===== src/rtl/phys_pkg.sv =====
// phys_pkg: shared fixed-point types, model state record and step sequencer states.
package phys_pkg;
    localparam int FRAC_W = 16;
    typedef logic signed [31:0] fx32_t;
    typedef struct packed {
        logic  active;
        fx32_t pos_x, pos_y, pos_z;
        fx32_t vel_x, vel_y, vel_z;
        fx32_t rot_w, rot_x, rot_y, rot_z;
        fx32_t angvel_w, angvel_x, angvel_y, angvel_z;
    } model_state_t;
    localparam int STATE_W = $bits(model_state_t);
    typedef enum logic [2:0] {S_IDLE, S_RD, S_RDW, S_ISSUE, S_WAIT, S_WB, S_NEXT, S_FIN} step_state_t;
endpackage


===== src/rtl/physics_step_sched.sv =====
// physics_step_sched: walks the model table once per step, pushing each active record
// through the shared integrator and writing the result back to its slot.
module physics_step_sched
    import phys_pkg::*;
#(
    parameter int MAX_MODELS = 64,
    parameter int IDX_W = $clog2(MAX_MODELS)
) (
    input  logic               clk,
    input  logic               rst,
    input  logic               start,
    input  logic [31:0]        dt,
    input  logic [IDX_W:0]     num_models,
    input  logic               abort,
    output logic               busy,
    output logic               done,
    output logic               aborted,
    output logic [IDX_W-1:0]   mem_addr,
    output logic               mem_rd,
    input  logic [STATE_W-1:0] mem_rdata,
    output logic               mem_wr,
    output logic [STATE_W-1:0] mem_wdata,
    output logic               int_valid,
    input  logic               int_ready,
    output logic [STATE_W-1:0] int_state,
    output logic [31:0]        int_dt,
    input  logic               res_valid,
    input  logic [STATE_W-1:0] res_state,
    output logic               res_ready,
    output logic [IDX_W:0]     models_done
);
    step_state_t state, nxt;
    model_state_t rec, res;
    logic [31:0] dt_q;
    logic [IDX_W:0] num_q;
    logic [IDX_W-1:0] idx;
    logic abort_pend, last;

    assign last = ({1'b0, idx} + 1'b1) == num_q;

    always_comb begin
        nxt = state;
        case (state)
            S_IDLE:  nxt = start ? (num_models == '0 ? S_FIN : S_RD) : S_IDLE;
            S_RD:    nxt = S_RDW;
            S_RDW:   nxt = mem_rdata[STATE_W-1] ? S_ISSUE : S_NEXT;
            S_ISSUE: nxt = int_ready ? S_WAIT : S_ISSUE;
            S_WAIT:  nxt = res_valid ? S_WB : S_WAIT;
            S_WB:    nxt = S_NEXT;
            S_NEXT:  nxt = (last || abort_pend || abort) ? S_FIN : S_RD;
            default: nxt = S_IDLE;
        endcase
    end

    // strobes are masked by rst so nothing is issued in the reset cycle
    assign busy      = state != S_IDLE;
    assign done      = state == S_FIN;
    assign aborted   = done && abort_pend;
    assign mem_addr  = idx;
    assign mem_rd    = state == S_RD && !rst;
    assign mem_wr    = state == S_WB && !rst;
    assign mem_wdata = res;
    assign int_valid = state == S_ISSUE && !rst;
    assign int_state = rec;
    assign int_dt    = dt_q;
    assign res_ready = state == S_WAIT && !rst;

    always_ff @(posedge clk) begin
        if (rst) begin
            state       <= S_IDLE;
            idx         <= '0;
            models_done <= '0;
            abort_pend  <= 1'b0;
            dt_q        <= '0;
            num_q       <= '0;
            rec         <= '0;
            res         <= '0;
        end else begin
            state <= nxt;
            if (state == S_IDLE && start) begin
                dt_q        <= dt;
                num_q       <= num_models > (IDX_W+1)'(MAX_MODELS) ? (IDX_W+1)'(MAX_MODELS) : num_models;
                idx         <= '0;
                models_done <= '0;
            end
            if (state == S_RDW) rec <= mem_rdata;
            if (state == S_WAIT && res_valid) res <= res_state;
            if (state == S_WB) models_done <= models_done + 1'b1;
            if (state == S_NEXT && nxt == S_RD) idx <= idx + 1'b1;
            abort_pend <= state == S_FIN ? 1'b0 : (state != S_IDLE && abort) ? 1'b1 : abort_pend;
        end
    end
endmodule


===== config.mk =====
export PLATFORM = sky130hd
export DESIGN_NAME = physics_step_sched
export DESIGN_NICKNAME = d
export VERILOG_FILES = /design/src/rtl/phys_pkg.sv /design/src/rtl/physics_step_sched.sv
export SDC_FILE = /design/constraint.sdc
export NUM_CORES = 2
export LEC_CHECK = 0
export ABC_AREA = 1
export BUFFER_PORTS_ARGS = -buffer_cell sky130_fd_sc_hd__buf_2
export CORE_AREA = 2 2 736 738
export CTS_CLUSTER_DIAMETER = 120
export DETAILED_ROUTE_END_ITERATION = 12
export DIE_AREA = 0 0 738 740
export PLACE_DENSITY = 0.3
export RECOVER_POWER = 100
export SYNTH_ARGS = -nofsm -noshare
export SYNTH_HDL_FRONTEND = slang
export SYNTH_SLANG_ARGS = --single-unit

===== constraint.sdc =====
create_clock -name clk -period 2.3 [get_ports clk]
set_clock_uncertainty 0.05 [all_clocks]
set_input_delay 0.345 -clock clk [delete_from_list [all_inputs] [get_ports clk]]
set_output_delay 0.345 -clock clk [all_outputs]
set_load 0.005 [all_outputs]

# Yosys cells after proc, flatten, opt, wreduce, memory -nomap -nowiden
# Index checks and enable logic that the tools add are counted.
dict set report word_totals {
  regBits 954
  wordCells 79
}
dict set report op_classes {
  order_cmp 1
  n_reduce_logical 18
  n_mux 12
  n_eq_ne 9
  addsub 3
}
# operator count
set op_table {}
lappend op_table {{$mux W7} 3}
lappend op_table {{$pmux W3 S7} 1}
lappend op_table {{$mux W3} 5}
lappend op_table {{$eq A3 B3 Y1 const B} 4}
lappend op_table {{$mux W6} 2}
lappend op_table {{$logic_and A1 B1 Y1} 9}
lappend op_table {{$add A6 B1 Y7 const B} 1}
lappend op_table {{$add A7 B1 Y7 const B} 1}
lappend op_table {{$eq A7 B7 Y1} 1}
lappend op_table {{$gt A7 B7 Y1 const B} 1}
lappend op_table {{$logic_not A7 Y1} 1}
lappend op_table {{$add A6 B1 Y6 const B} 1}
lappend op_table {{$eq A3 B1 Y1 const B} 2}
lappend op_table {{$eq A3 B2 Y1 const B} 2}
lappend op_table {{$reduce_bool A2 Y1} 2}
lappend op_table {{$logic_not A3 Y1} 1}
lappend op_table {{$reduce_bool A3 Y1} 1}
lappend op_table {{$logic_or A1 B1 Y1} 2}
lappend op_table {{$reduce_or A2 Y1} 1}
lappend op_table {{$logic_not A1 Y1} 1}
lappend op_table {{$mux W1} 1}

# Longest topological paths before layout
dict set report depth {
  depth_word 9
  mapped_depth 15
}

# Worst setup path after synthesis
# Ideal clock, no wire load.
dict set report synth_timing {
  kind {reg2reg}
  from {reg idx[0] (netlist: mem_addr[0])}
  to {reg idx[0] (netlist: mem_addr[0])}
  setup_ns 0.115
  arrival_ns 1.614
  n_path_buf 0
  path_slack_ns 0.521
  path_stages_with_launch 15
  cell_sequence {dfxtp_1 ha_1 nand2_1 nor2_1 nand2_1 nand2_1 nand2_1 nor2_1 nand2_1 nor2_2 nor2_4 nand4_4 inv_4 o21ai_1 nor2_1}
}
dict set report synth_between {
  elab_chain_len 9
  elab_cells_between_ends 11
}
# element line
set synth_rtl {}
lappend synth_rtl {{start: declaration} physics_step_sched.sv:36} ;# logic [IDX_W-1:0] idx;
lappend synth_rtl {{start signal: assignment} physics_step_sched.sv:89} ;# if (state == S_NEXT && nxt == S_RD) idx <= idx + 1'b1;
lappend synth_rtl {{$add A6 B1 Y7} physics_step_sched.sv:39} ;# assign last = ({1'b0, idx} + 1'b1) == num_q;
lappend synth_rtl {{$eq A7 B7 Y1} physics_step_sched.sv:39}
lappend synth_rtl {{$logic_or A1 B1 Y1 (2 in series)} physics_step_sched.sv:50} ;# S_NEXT: nxt = (last || abort_pend || abort) ? S_FIN : S_RD;
lappend synth_rtl {{$mux W3} physics_step_sched.sv:50}
lappend synth_rtl {{$pmux W3 S7} physics_step_sched.sv:43} ;# case (state)
lappend synth_rtl {{$eq A3 B1 Y1} physics_step_sched.sv:89}
lappend synth_rtl {{$logic_and A1 B1 Y1} physics_step_sched.sv:89}
lappend synth_rtl {{$mux W6 or $reduce_bool A2 Y1 (tied branches)} --}
# Several ways; a longest one is shown, not always the timed one.
# A chain may end at the register's enable or synchronous reset.

# Final worst setup path
dict set report layout_timing {
  from {reg state[0]}
  to {reg res, in the netlist mem_wdata[338]}
}
dict set report layout_between {
  elab_chain_len 2
}
# element line
set layout_rtl {}
lappend layout_rtl {{start: declaration} physics_step_sched.sv:32} ;# step_state_t state, nxt;
lappend layout_rtl {{start signal: assignment} physics_step_sched.sv:79} ;# state <= nxt;
lappend layout_rtl {{$eq A3 B3 Y1} physics_step_sched.sv:87} ;# if (state == S_WAIT && res_valid) res <= res_state;
lappend layout_rtl {{$logic_and A1 B1 Y1} physics_step_sched.sv:87}
lappend layout_rtl {{end signal: assignment} physics_step_sched.sv:87}
lappend layout_rtl {{end: declaration} physics_step_sched.sv:33} ;# model_state_t rec, res;
# No other way between the ends.

==> results.sh <==
export IMPL_grt_overflow_total=0
export IMPL_drive_gt1_frac=0.213
export IMPL_placementRows=270
export IMPL_vias=42493
export IMPL_synth_yosys_warnings=0
export IMPL_finalSetupViolCount=0
export IMPL_antenna_left=0
export IMPL_syn2layout_area_growth_pct=97.7
export IMPL_path_clk_slew_ns=0.06
export IMPL_drc=0
export IMPL_clock_latency_ns=0.81
export IMPL_synthCells=4239
export IMPL_hold_violations=0
export IMPL_num_io_pins=1893
export IMPL_p_total_uw=65500
export IMPL_cts_tree="built"
export IMPL_cap_violations=0
export IMPL_track_usage=0.139
export IMPL_drtIter0Drc=2728
export IMPL_synth_async_sr_flop_share=0
export IMPL_worstHoldPathType="in2reg"
export IMPL_core_um2=539000
export IMPL_cellLeakagePower_uw=0.0254
export IMPL_multiInputGateArea_um2=11300
export IMPL_die_w_um=738
export IMPL_pre_cts_slack_ns=0.0833
export IMPL_worstPathCellList="nor2_4 -> nand3_4 -> buf_12 -> clkbuf_2 -> o21ai_0 -> dlygate4sd3_1 -> a21oi_1"
export IMPL_avgRoutedWirePerCell_um=27.2
export IMPL_drtPass1Iterations=5
export IMPL_num_fill_cells=62969
export IMPL_seq_area_frac_synth=0.569
export IMPL_critPathTopFamily="buffers and inverters"
export IMPL_cts_buffer_depth=4
export IMPL_clockRootBuffer="clkbuf_16"
export IMPL_numCtsBuffers=144
export IMPL_crit_path_max_incr_delay_ns=0.58
export IMPL_synth_area_leaders="dfxtp_1 (57%), o21ai_0 (14%), nor2_1 (11%), a21oi_1 (6.8%), inv_1 (5.4%)"
export IMPL_regArea_um2=19100
export IMPL_initial_core_util=0.0623
export IMPL_avgSynthCellArea_um2=7.91
export IMPL_die_area_um2=546000
export IMPL_status="completed"
export IMPL_port_buffers=1892
export IMPL_cp_max_fo=28
export IMPL_grt_pass1_vias=41699
export IMPL_netlist_area_leader_share=0.569
export IMPL_power_density_nw_per_um2=988
export IMPL_tightest_slew_ns=0.934
export IMPL_num_nets_final=8079
export IMPL_dpl_hpwl_um=347000
export IMPL_finalMaxSlewViolations=0
export IMPL_dpl_cell_area_um2=52900
export IMPL_max_freq_ghz=0.438
export IMPL_worstPathRequired_ns=2.93
export IMPL_cts_sinks=954
export IMPL_crit_buf_inv=3
export IMPL_min_period_over_period=0.994
export IMPL_slowest_stage="dlygate4sd3_1"
export IMPL_setup_ws_ns=0.0146
export IMPL_grt_antenna_before_repair=426
export IMPL_vdd_drop_max_uv=454
export IMPL_routed_wl_um=399000
export IMPL_die_h_um=740
export IMPL_critPathKind="reg2reg"
export IMPL_synth_distinct_cells=36
export IMPL_syn_nets=5184
export IMPL_grt_start_max_net_pins=82
export IMPL_min_period_ns=2.29
export IMPL_viasPerCell=2.90
export IMPL_rsz0062_at_grt="true"
export IMPL_grt_pass1_wl_um=487000
export IMPL_htree_levels=4
export IMPL_max_slew_margin_rel=0.377
export IMPL_ys_ff_latch=954
export IMPL_synth_most_common_cell="nor2_1"
export IMPL_synth_edff_count=0
export IMPL_synth_area_leader_cell="dfxtp_1"
export IMPL_postLayoutCellArea_um2=66300
export IMPL_synth_area_um2=33500
export IMPL_synthTopCellsByCount="nor2_1 (979), dfxtp_1 (954), o21ai_0 (935)"
export IMPL_arrival_ns=2.91
export IMPL_ys_flop_type="dfxtp_1"
export IMPL_place_gp_congestion=0.930
export IMPL_start_kind="register"
export IMPL_critPathCaptureType="register"
-- per-stage QoR --
stage	utilization	TNS, ns	hold slack (ns)	instances
2_1_floorplan	-	0	0.373	4239
3_3_place_gp	0.0982	0	0.380	13238
3_5_place_dp	0.0982	0	0.382	13238
4_1_cts	0.125	-0.364	0.0171	14443
5_1_grt	0.123	-7.45	0.0736	14533
6_report	0.123	0	0.106	14650
-- area by class of cell --
class / count / share of cell area
Inverter: 489 / 0.0281
Clock inverter: 44 / 0.00747
Tap cell: 7208 / 0.136
Antenna cell: 206 / 0.00777
Clock buffer: 204 / 0.0609
Timing Repair Buffer: 3059 / 0.301
Sequential cell: 954 / 0.288
Multi-Input combinational cell: 2486 / 0.171
-- worst min-delay path: stages --
cell and delay (ns):
buf_2 0.14, o21ai_0 0.18, buf_4 0.18, a21oi_1 0.10
-- placed cells by master (no fill, tap or decap), types with 3 or more instances in the layout --
cell type and instances:
a211oi_1 5, a21oi_1 458, a21oi_2 5, buf_12 33, buf_2 1007, buf_4 122, buf_6 5, bufinv_16 6
clkbuf_1 851, clkbuf_16 145, clkbuf_2 114, clkbuf_4 10, clkbuf_8 19, clkinv_2 19, clkinv_4 5, clkinv_8 5
clkinvlp_4 4, dfxtp_1 951, diode_2 206, dlygate4sd3_1 952, inv_1 479, inv_2 3, inv_6 6, nand2_1 42
nand2_2 8, nand3_1 22, nor2_1 977, nor2_4 6, nor3_1 3, o21ai_0 935
-- registers in the layout, summed over array words and instances, names as in the netlist --
register and cells:
state 3, models_done 7, num_q 7, mem_addr 6, int_dt 32, abort_pend 1, mem_wdata 449, int_state 449
-- where the power goes --
group | leakage, uW | switching [uW] | internal (uW)
Clock | 0.00222 | 9490 | 12900
Combinational | 0.0154 | 14200 | 6180
Sequential | 0.00775 | 2320 | 20400
-- cell families (layout without fill, tap and decap cells) --
group,Yosys count,count (layout),synth area share
flip-flops,954,954,0.569
other,0,206,0
buffers and inverters,799,3796,0.0928
AO/OA/AOI/OAI,1414,1414,0.213
AND/OR/NAND/NOR,1070,1070,0.124
adder cells (fa/ha/maj),2,2,0.000746
-- metal layers --
metal	up-vias	part of all wire	track usage
met2	2109	0.42	0.211
met4	172	0.041	0.0431
met1	19811	0.42	0.169
met5	-	0.0027	0
li1	19706	-	-
met3	695	0.12	0.0721
-- worst paths after layout --
path	start	end	slack, ns	depth (start not counted)
min reg2reg	mem_wdata[282]	mem_wdata[282]	0.39	2
max reg2reg	state[0]	mem_wdata[338]	0.01	7
max	state[0]	mem_wdata[338]	0.01	7
min	res_state[249]	mem_wdata[249]	0.11	4
-- repair_timing --
action | 4_1_cts | 5_1_grt
buffers inserted | 5 | 0
hold buffers | 952 | 0
gates cloned | 0 | 1
gates resized for setup | 21 | 4
endpoints found under the hold margin | 946 | 0
setup endpoints to repair | 7 | 9
pin swaps | 3 | 0
Power figures use the tool's default switching activity.
